**config.mk**
```make
export PLATFORM = sky130hd
export DESIGN_NAME = branch_resolve_unit
export DESIGN_NICKNAME = d
export VERILOG_FILES = /design/src/rtl/br_pkg.sv /design/src/rtl/pred_fifo.sv /design/src/rtl/branch_resolve_unit.sv
export SDC_FILE = /design/constraint.sdc
export NUM_CORES = 1
export LEC_CHECK = 0
export ABC_AREA = 0
export CORE_MARGIN = 2
export CORE_UTILIZATION = 49
export CTS_BUF_LIST = sky130_fd_sc_hd__clkbuf_16
export CTS_CLUSTER_SIZE = 8
export DETAILED_ROUTE_END_ITERATION = 10
export GPL_TIMING_DRIVEN = 1
export PLACE_DENSITY_LB_ADDON = 0.25
export RECOVER_POWER = 100
export SYNTH_ARGS = -nofsm -noshare
export SYNTH_HDL_FRONTEND = slang
export SYNTH_SLANG_ARGS = --single-unit
```
**constraint.sdc**
```tcl
create_clock -name clk -period 5.9 [get_ports clk]
set_clock_uncertainty 0.2 [all_clocks]
set_input_delay 1.475 -clock clk [delete_from_list [all_inputs] [get_ports clk]]
set_output_delay 1.475 -clock clk [all_outputs]
set_load 0.05 [all_outputs]
```
**src/rtl/br_pkg.sv**
```systemverilog
// Shared types and error-bit positions for the branch resolve path.
package br_pkg;

  typedef struct packed {
    logic [31:0] pc;
    logic        taken;
    logic [31:0] target;
  } pred_entry_t;

  localparam int unsigned ERR_OVF = 0;
  localparam int unsigned ERR_UNF = 1;
  localparam int unsigned ERR_PCM = 2;

endpackage

```
**src/rtl/pred_fifo.sv**
```systemverilog
// In-flight prediction FIFO with synchronous clear; full/empty derived from an explicit count.
module pred_fifo
  import br_pkg::*;
#(
  parameter int unsigned DEPTH = 4
) (
  input  logic        clk,
  input  logic        reset_n,
  input  logic        push,
  input  logic        pop,
  input  logic        clear,
  input  pred_entry_t wdata,
  output pred_entry_t head,
  output logic        full,
  output logic        empty
);

  localparam int unsigned PtrW = $clog2(DEPTH);

  pred_entry_t           mem_q [DEPTH];
  logic [PtrW-1:0]       wr_ptr_q, rd_ptr_q;
  logic [PtrW:0]         count_q;
  logic                  do_push, do_pop;

  assign full    = (count_q == (PtrW+1)'(DEPTH));
  assign empty   = (count_q == '0);
  assign do_pop  = pop & ~empty;
  // A pop frees the slot, so push+pop at full is accepted.
  assign do_push = push & (~full | do_pop);
  assign head    = mem_q[rd_ptr_q];

  always_ff @(posedge clk) begin
    if (do_push && !clear) mem_q[wr_ptr_q] <= wdata;
  end

  always_ff @(posedge clk or negedge reset_n) begin
    if (!reset_n) begin
      wr_ptr_q <= '0;
      rd_ptr_q <= '0;
      count_q  <= '0;
    end else if (clear) begin
      wr_ptr_q <= '0;
      rd_ptr_q <= '0;
      count_q  <= '0;
    end else begin
      if (do_push) wr_ptr_q <= wr_ptr_q + PtrW'(1);
      if (do_pop)  rd_ptr_q <= rd_ptr_q + PtrW'(1);
      unique case ({do_push, do_pop})
        2'b10:   count_q <= count_q + (PtrW+1)'(1);
        2'b01:   count_q <= count_q - (PtrW+1)'(1);
        default: count_q <= count_q;
      endcase
    end
  end

endmodule

```
**src/rtl/branch_resolve_unit.sv**
```systemverilog
// Checks fetched predictions against EXE outcomes, trains the predictor and redirects fetch.
module branch_resolve_unit
  import br_pkg::*;
#(
  parameter int unsigned DEPTH    = 4,
  parameter int unsigned CNT_BITS = 32
) (
  input  logic                clk,
  input  logic                reset_n,
  input  logic                pred_valid,
  input  logic [31:0]         pred_pc,
  input  logic                pred_taken,
  input  logic [31:0]         pred_target,
  input  logic                ex_valid,
  input  logic [31:0]         ex_pc,
  input  logic                ex_taken,
  input  logic [31:0]         ex_target,
  input  logic                flush,
  output logic                update,
  output logic                actual_taken,
  output logic                mispredict,
  output logic [31:0]         redirect_pc,
  output logic                q_full,
  output logic                q_empty,
  output logic [2:0]          err_sticky,
  output logic [CNT_BITS-1:0] br_count,
  output logic [CNT_BITS-1:0] mp_count
);

  pred_entry_t         head, head_eff, wdata;
  logic                mp_cond, q_clear, ovf, unf, pcm;
  logic                update_q, actual_taken_q, mispredict_q;
  logic [31:0]         redirect_pc_q;
  logic [2:0]          err_q;
  logic [CNT_BITS-1:0] br_q, mp_q;

  assign wdata = '{pc: pred_pc, taken: pred_taken, target: pred_target};

  pred_fifo #(.DEPTH(DEPTH)) u_fifo (
    .clk     (clk),
    .reset_n (reset_n),
    .push    (pred_valid),
    .pop     (ex_valid),
    .clear   (q_clear),
    .wdata   (wdata),
    .head    (head),
    .full    (q_full),
    .empty   (q_empty)
  );

  always_comb begin
    // Resolving with nothing queued compares against a not-taken prediction.
    head_eff = q_empty ? '{pc: ex_pc, taken: 1'b0, target: 32'h0} : head;
    mp_cond  = ex_valid & ((head_eff.taken != ex_taken) |
                           (ex_taken & (head_eff.target != ex_target)));
    q_clear  = flush | mp_cond;
    ovf      = pred_valid & q_full & ~ex_valid & ~flush;
    unf      = ex_valid & q_empty;
    pcm      = ex_valid & ~q_empty & (head.pc != ex_pc);
  end

  always_ff @(posedge clk or negedge reset_n) begin
    if (!reset_n) begin
      update_q       <= 1'b0;
      actual_taken_q <= 1'b0;
      mispredict_q   <= 1'b0;
      redirect_pc_q  <= '0;
      err_q          <= '0;
      br_q           <= '0;
      mp_q           <= '0;
    end else begin
      update_q       <= ex_valid;
      actual_taken_q <= ex_valid & ex_taken;
      mispredict_q   <= mp_cond & ~flush;
      if (ex_valid) redirect_pc_q <= ex_taken ? ex_target : ex_pc + 32'd4;
      err_q[ERR_OVF] <= err_q[ERR_OVF] | ovf;
      err_q[ERR_UNF] <= err_q[ERR_UNF] | unf;
      err_q[ERR_PCM] <= err_q[ERR_PCM] | pcm;
      if (ex_valid && br_q != '1) br_q <= br_q + CNT_BITS'(1);
      if (mp_cond && mp_q != '1)  mp_q <= mp_q + CNT_BITS'(1);
    end
  end

  assign update       = update_q;
  assign actual_taken = actual_taken_q;
  assign mispredict   = mispredict_q;
  assign redirect_pc  = redirect_pc_q;
  assign err_sticky   = err_q;
  assign br_count     = br_q;
  assign mp_count     = mp_q;

endmodule

```
# After elaboration in Yosys (flattened, before gate mapping)
# Memory sizes are Yosys's and may differ from the RTL's.
# Index checks and enable logic that the tools add are counted.
word_totals:
  reg_bits: 109
  latchBits: 0
  mem_bits_rw: 260
  mem_bits_ro: 0
  wordCells: 65
  memories: 1
op_classes:
  n_addsub: 7
  n_mul: 0
  div_mod_pow: 0
  order_cmp: 0
  eq_ne: 8
  shift: 0
  muxes: 10
  bitwise_logic: 21
  n_reduce_logical: 8
memory_table:
  columns: ["memory", "words", "word_bits", "read_ports", "rd_clocked_by_memory_dff", "write_ports", "line_no", "text"]
  rows:
  - ["u_fifo.mem_q", 4, 65, 1, 0, 1, "pred_fifo.sv:20", "pred_entry_t mem_q [DEPTH];"]
ops:
  columns: ["cell", "n"]
  rows:
  - ["$add A32 B1 Y32 const B", 2]
  - ["$ne A32 B32 Y1", 2]
  - ["$ne A32 B32 Y1 const B", 2]
  - ["$mux W33", 1]
  - ["$add A32 B3 Y32 const B", 1]
  - ["$mux W32", 1]
  - ["$and A1 B1 Y1", 11]
  - ["$mux W2", 4]
  - ["$or A1 B1 Y1", 6]
  - ["$pmux W3 S2", 1]
  - ["$add A2 B1 Y2 const B", 2]
  - ["$not A1 Y1", 4]
  - ["$reduce_bool A2 Y1", 2]
  - ["$add A3 B1 Y3 const B", 1]
  - ["$eq A3 B3 Y1 const B", 1]
  - ["$logic_and A1 B1 Y1", 3]
  - ["$logic_not A3 Y1", 1]
  - ["$mux W3", 1]
  - ["$reduce_bool A3 Y1", 1]
  - ["$sub A3 B1 Y3 const B", 1]
  - ["$eq A2 B1 Y1 const B", 1]
  - ["$eq A2 B2 Y1 const B", 1]
  - ["$mux W1", 2]
  - ["$logic_not A1 Y1", 1]
  - ["$ne A1 B1 Y1", 1]

# Depth between registers and ports, before layout
depth:
  ltp_word: 11
  ltp_mapped: 13
  mapped_depth_nobuf: 10

# By module
# A second synthesis with hierarchy kept.
hier_totals:
  cells_unflattened: 1107
  area_unflattened_um2: 16547.1
modules_own_cells:
  columns: ["module", "n_inst", "cells_each", "area_each_um2"]
  rows:
  - ["pred_fifo", 1, 407, 9979.6]
  - ["branch_resolve_unit", 1, 700, 6567.5]

# Least setup slack after synthesis
# Ideal clock, no wire load.
synth_timing:
  path_type: "input -> register"
  from: "input port ex_taken"
  to: "memory u_fifo.mem_q[0][0] (netlist bit) (enable)"
  arrival_ps: 6140
  setup_slack_ps: -928
  path_stages: 11
  cell_sequence: "clkbuf_1 -> inv_1 -> a311oi_1 -> o211ai_1 -> or4_1 -> nor4_4 -> nand4_4 -> nand2b_1 -> nand2_1 -> buf_4 -> nor2_1"
synth_between:
  elab_chain_len: 8
synth_rtl:
  columns: ["item", "line_no", "text"]
  rows:
  - ["from (decl)", "branch_resolve_unit.sv:16", "input logic ex_taken,"]
  - ["$ne A1 B1 Y1 / $and A1 B1 Y1 (equally long branches)", "branch_resolve_unit.sv:54, branch_resolve_unit.sv:55", null]
  - ["$or A1 B1 Y1 *", "branch_resolve_unit.sv:54", "mp_cond = ex_valid & ((head_eff.taken != ex_taken) |"]
  - ["$and A1 B1 Y1 *", "branch_resolve_unit.sv:54", null]
  - ["$or A1 B1 Y1 *", "branch_resolve_unit.sv:56", "q_clear = flush | mp_cond;"]
  - ["$logic_not A1 Y1 *", "pred_fifo.sv:33", "if (do_push && !clear) mem_q[wr_ptr_q] <= wdata;"]
  - ["$logic_and A1 B1 Y1 *", "pred_fifo.sv:33", null]
  - ["$mux W1 *", "pred_fifo.sv:33", null]
  - ["$mux W1 (implied by the code) *", "pred_fifo.sv:33", null]
  - ["to (decl)", "pred_fifo.sv:20", null]
# Every way passes the cells marked *; elsewhere a longest branch is shown, timed or not.

# Final worst setup path
layout_timing:
  from: "input port ex_target[31]"
  to: "memory u_fifo.mem_q[1][50] (netlist bit) (enable)"
layout_between:
  elab_chain_len: 9
layout_rtl:
  columns: ["item", "line_no", "text"]
  rows:
  - ["from (decl)", "branch_resolve_unit.sv:17", "input logic [31:0] ex_target,"]
  - ["$ne A32 B32 Y1", "branch_resolve_unit.sv:55", "(ex_taken & (head_eff.target != ex_target)));"]
  - ["$and A1 B1 Y1", "branch_resolve_unit.sv:55", null]
  - ["$or A1 B1 Y1", "branch_resolve_unit.sv:54", null]
  - ["$and A1 B1 Y1", "branch_resolve_unit.sv:54", null]
  - ["$or A1 B1 Y1", "branch_resolve_unit.sv:56", null]
  - ["$logic_not A1 Y1", "pred_fifo.sv:33", null]
  - ["$logic_and A1 B1 Y1", "pred_fifo.sv:33", null]
  - ["$mux W1", "pred_fifo.sv:33", null]
  - ["$mux W1 (implied by the code)", "pred_fifo.sv:33", null]
# Every way passes these cells.

==> impl_metrics.env <==
export IMPL_start_kind="input port"
export IMPL_routed_via_density=5.674
export IMPL_root_buffer="clkbuf_16"
export IMPL_min_period_ns=5.150
export IMPL_final_area_mm2=0.02050
export IMPL_cts_tree="yes"
export IMPL_cts_setup_buffers=0
export IMPL_synth_avg_cell_area_um2=14.99
export IMPL_ys_seq_area_share_pct=65.25
export IMPL_timing_final_hold_violations=0
export IMPL_die_w_um=185.5
export IMPL_critPathRequiredTime_ns=5.90
export IMPL_die_h_um=185.5
export IMPL_htreeDepth=2
export IMPL_vdd_ir_drop_max_mv=0.2400
export IMPL_firstDrtPassIters=5
export IMPL_violations="max-capacitance violations, max-slew violations"
export IMPL_gp_congestion=0.8979
export IMPL_drive_gt1_share_pct=11.98
export IMPL_timing_max_cap_violations=3
export IMPL_fin_hold_ws_ns=0.2506
export IMPL_numCtsBuffers=52
export IMPL_fin_crit_sh_pct=87.29
export IMPL_cts_buffer_depth=3
export IMPL_num_vias=10390
export IMPL_ys_ff_latch=369
export IMPL_synth_flop_cell="edfxtp_1"
export IMPL_synth_largest_area_cell="edfxtp_1"
export IMPL_final_setup_viol_count=0
export IMPL_wl_per_cell_um=22.43
export IMPL_powerDensity_mw_per_mm2=333.1
export IMPL_netlist_cell_type_count=61
export IMPL_nets=1490
export IMPL_core_area_mm2=0.03245
export IMPL_final_cell_mix="260 x edfxtp_1, 172 x dlygate4sd3_1, 107 x dfrtp_1"
export IMPL_io_pins=239
export IMPL_area_growth_pct=26.99
export IMPL_ys_async_sr_fraction_pct=29.54
export IMPL_place_area_mm2=0.01907
export IMPL_dp_hpwl_um=28510
export IMPL_grt_start_max_net_pins=63
export IMPL_grtUsageTotal_pct=24.05
export IMPL_status="finished, violations left"
export IMPL_rows=66
export IMPL_drtIter0Drc=891
export IMPL_fmax_mhz=194.2
export IMPL_ant_nets=0
export IMPL_slew_headroom_pct=-40.62
export IMPL_clock_latency_ns=0.58
export IMPL_cts_resized=0
export IMPL_power_total_mw=6.830
export IMPL_synth_edff_count=260
export IMPL_initial_core_util_pct=49.75
export IMPL_place_inst=1735
export IMPL_yosysWarningCount=0
export IMPL_slew_violations=101
export IMPL_remaining_drc_errors=0
export IMPL_rsz0062_at_grt="no"
export IMPL_grt_overflow=0
export IMPL_hold_class="flip-flop to flip-flop"
export IMPL_cp_max_fo=43
export IMPL_hold_buffers=0
export IMPL_synthTopCellsByArea="edfxtp_1 48%, dfrtp_1 17%, mux4_2 7.0%"
export IMPL_antenna_found_initial=3
export IMPL_yosysTopAreaCellShare_pct=48.35
export IMPL_cts_clk_slew_worst_paths_ns=0.05
export IMPL_worst_setup_path_type="input port to flip-flop"
export IMPL_grt_pass1_vias=10313
export IMPL_die_area_mm2=0.03442
export IMPL_syn_nets=1220
export IMPL_endpoint_kind="flip-flop"
export IMPL_grt_pass1_wl_um=61170
export IMPL_final_cell_count_no_fill=1831
export IMPL_cts_sinks=369
export IMPL_syn_inst=1077
export IMPL_layout_commonest_cell="edfxtp_1"
export IMPL_worst_slew_pin_transition_ns=2.109
export IMPL_syn_cell_area_mm2=0.01615
export IMPL_cp_data_arrival_time_ns=5.15
export IMPL_io_buffers=238
export IMPL_p_leak_nw=7.516
export IMPL_wl_um=41070
-- power breakdown --
part | internal (mW) | switching [mW] | total, mW
clock | 1.61 | 1.08 | 2.68
sequential | 2.92 | 0.118 | 3.04
combinational | 0.412 | 0.696 | 1.11
-- kinds of logic (layout without fill, tap and decap cells) --
group	count (synthesis)	after routing	synth area share, %
xor gates and xnor gates	137	137	7.431
other	0	3	0
muxes	119	119	11.90
DFF	369	369	65.25
AOI/OAI and AO/OA	88	88	3.565
and+or+nand+nor	290	290	9.097
buffers and inverters	66	375	2.092
adders and majority gates	8	8	0.6664
-- cell usage after synthesis, types with 2 or more instances --
library cell / n
a211o_1: 3
a21o_1: 2
a21oi_1: 14
a222oi_1: 2
a22o_1: 2
a22oi_1: 5
a31o_2: 2
and2_1: 3
and3_1: 20
and4_1: 8
buf_1: 5
buf_2: 6
buf_4: 8
buf_6: 4
buf_8: 2
clkbuf_1: 16
dfrtp_1: 109
edfxtp_1: 260
ha_1: 7
inv_1: 23
inv_2: 2
mux2_2: 31
mux2i_1: 33
mux4_1: 4
mux4_2: 50
nand2_1: 81
nand2b_1: 4
nand3_1: 50
nand4_1: 19
nor2_1: 51
nor2b_1: 2
nor3_1: 21
nor4_1: 15
nor4b_1: 4
o2111ai_1: 4
o21ai_0: 37
o22ai_1: 5
or2_2: 2
or3_1: 4
xnor2_1: 88
xor2_1: 49
-- per-layer routing --
metal / vias to the layer above / wire length, um / track usage (%)
met2: 481 / 19530 / 38.37
met4: 0 / 1421 / 9.449
met3: 81 / 3263 / 4.109
met1: 5202 / 16860 / 33.27
li1: 4626 / - / -
met5: - / 0 / 0
-- area by class of cell --
cell class                 instances  area, um^2
sequential                       369       10540
tap                              442       553.0
clock inverter                    40       187.7
timing repair buffer             257        2541
inverter                          25       93.84
multi-input combinational        642        5253
antenna                            3       7.507
fill                            2395       11950
clock buffer                      53        1326
-- per-stage QoR --
step	utilization, %	setup TNS (ns)	setup WS (ns)
global route	63.16	0	0.4698
floorplan	-	-241.30	-0.9281
global placement	58.76	0	0.6003
detailed placement	58.76	0	0.5392
finish	63.18	0	0.7499
CTS	63.42	0	1.124
-- critical path, stage by stage --
cell and delay (ns):
dlygate4sd3_1 0.63, a311oi_1 0.29, o211ai_1 0.13, or4_1 0.56
nor4_4 0.23, nand4_1 0.39, nand2b_1 0.28, nand2_1 0.31
nor2_4 0.19, clkbuf_4 0.61
-- final timing paths --
| path | from | to | slack, ns | depth (start not counted) |
|---|---|---|---|---|
| max in group asynchronous | reset_n | mp_count[17]$_DFFE_PN0P_ | 1.97 | 2 |
| hold / removal | err_sticky[1]$_DFF_PN0_ | err_sticky[1]$_DFF_PN0_ | 0.25 | 1 |
| min in group asynchronous | reset_n | br_count[12]$_DFFE_PN0P_ | 1.12 | 1 |
| setup reg to reg | u_fifo.rd_ptr_q[0]$_DFFE_PN0P_ | u_fifo.mem_q[1][50]$_DFFE_PP_ | 1.02 | 9 |
| setup / recovery | ex_target[31] | u_fifo.mem_q[1][50]$_DFFE_PP_ | 0.75 | 10 |
| hold reg to reg | err_sticky[1]$_DFF_PN0_ | err_sticky[1]$_DFF_PN0_ | 0.25 | 1 |
-- flip-flops by register name, summed over array words and instances (netlist names), 2 cells and up --
register	flops
br_count	32
err_sticky	3
mp_count	32
redirect_pc	32
u_fifo.count_q	3
u_fifo.mem_q	260
u_fifo.rd_ptr_q	2
u_fifo.wr_ptr_q	2
No activity file was read; power rests on OpenSTA's default activity.
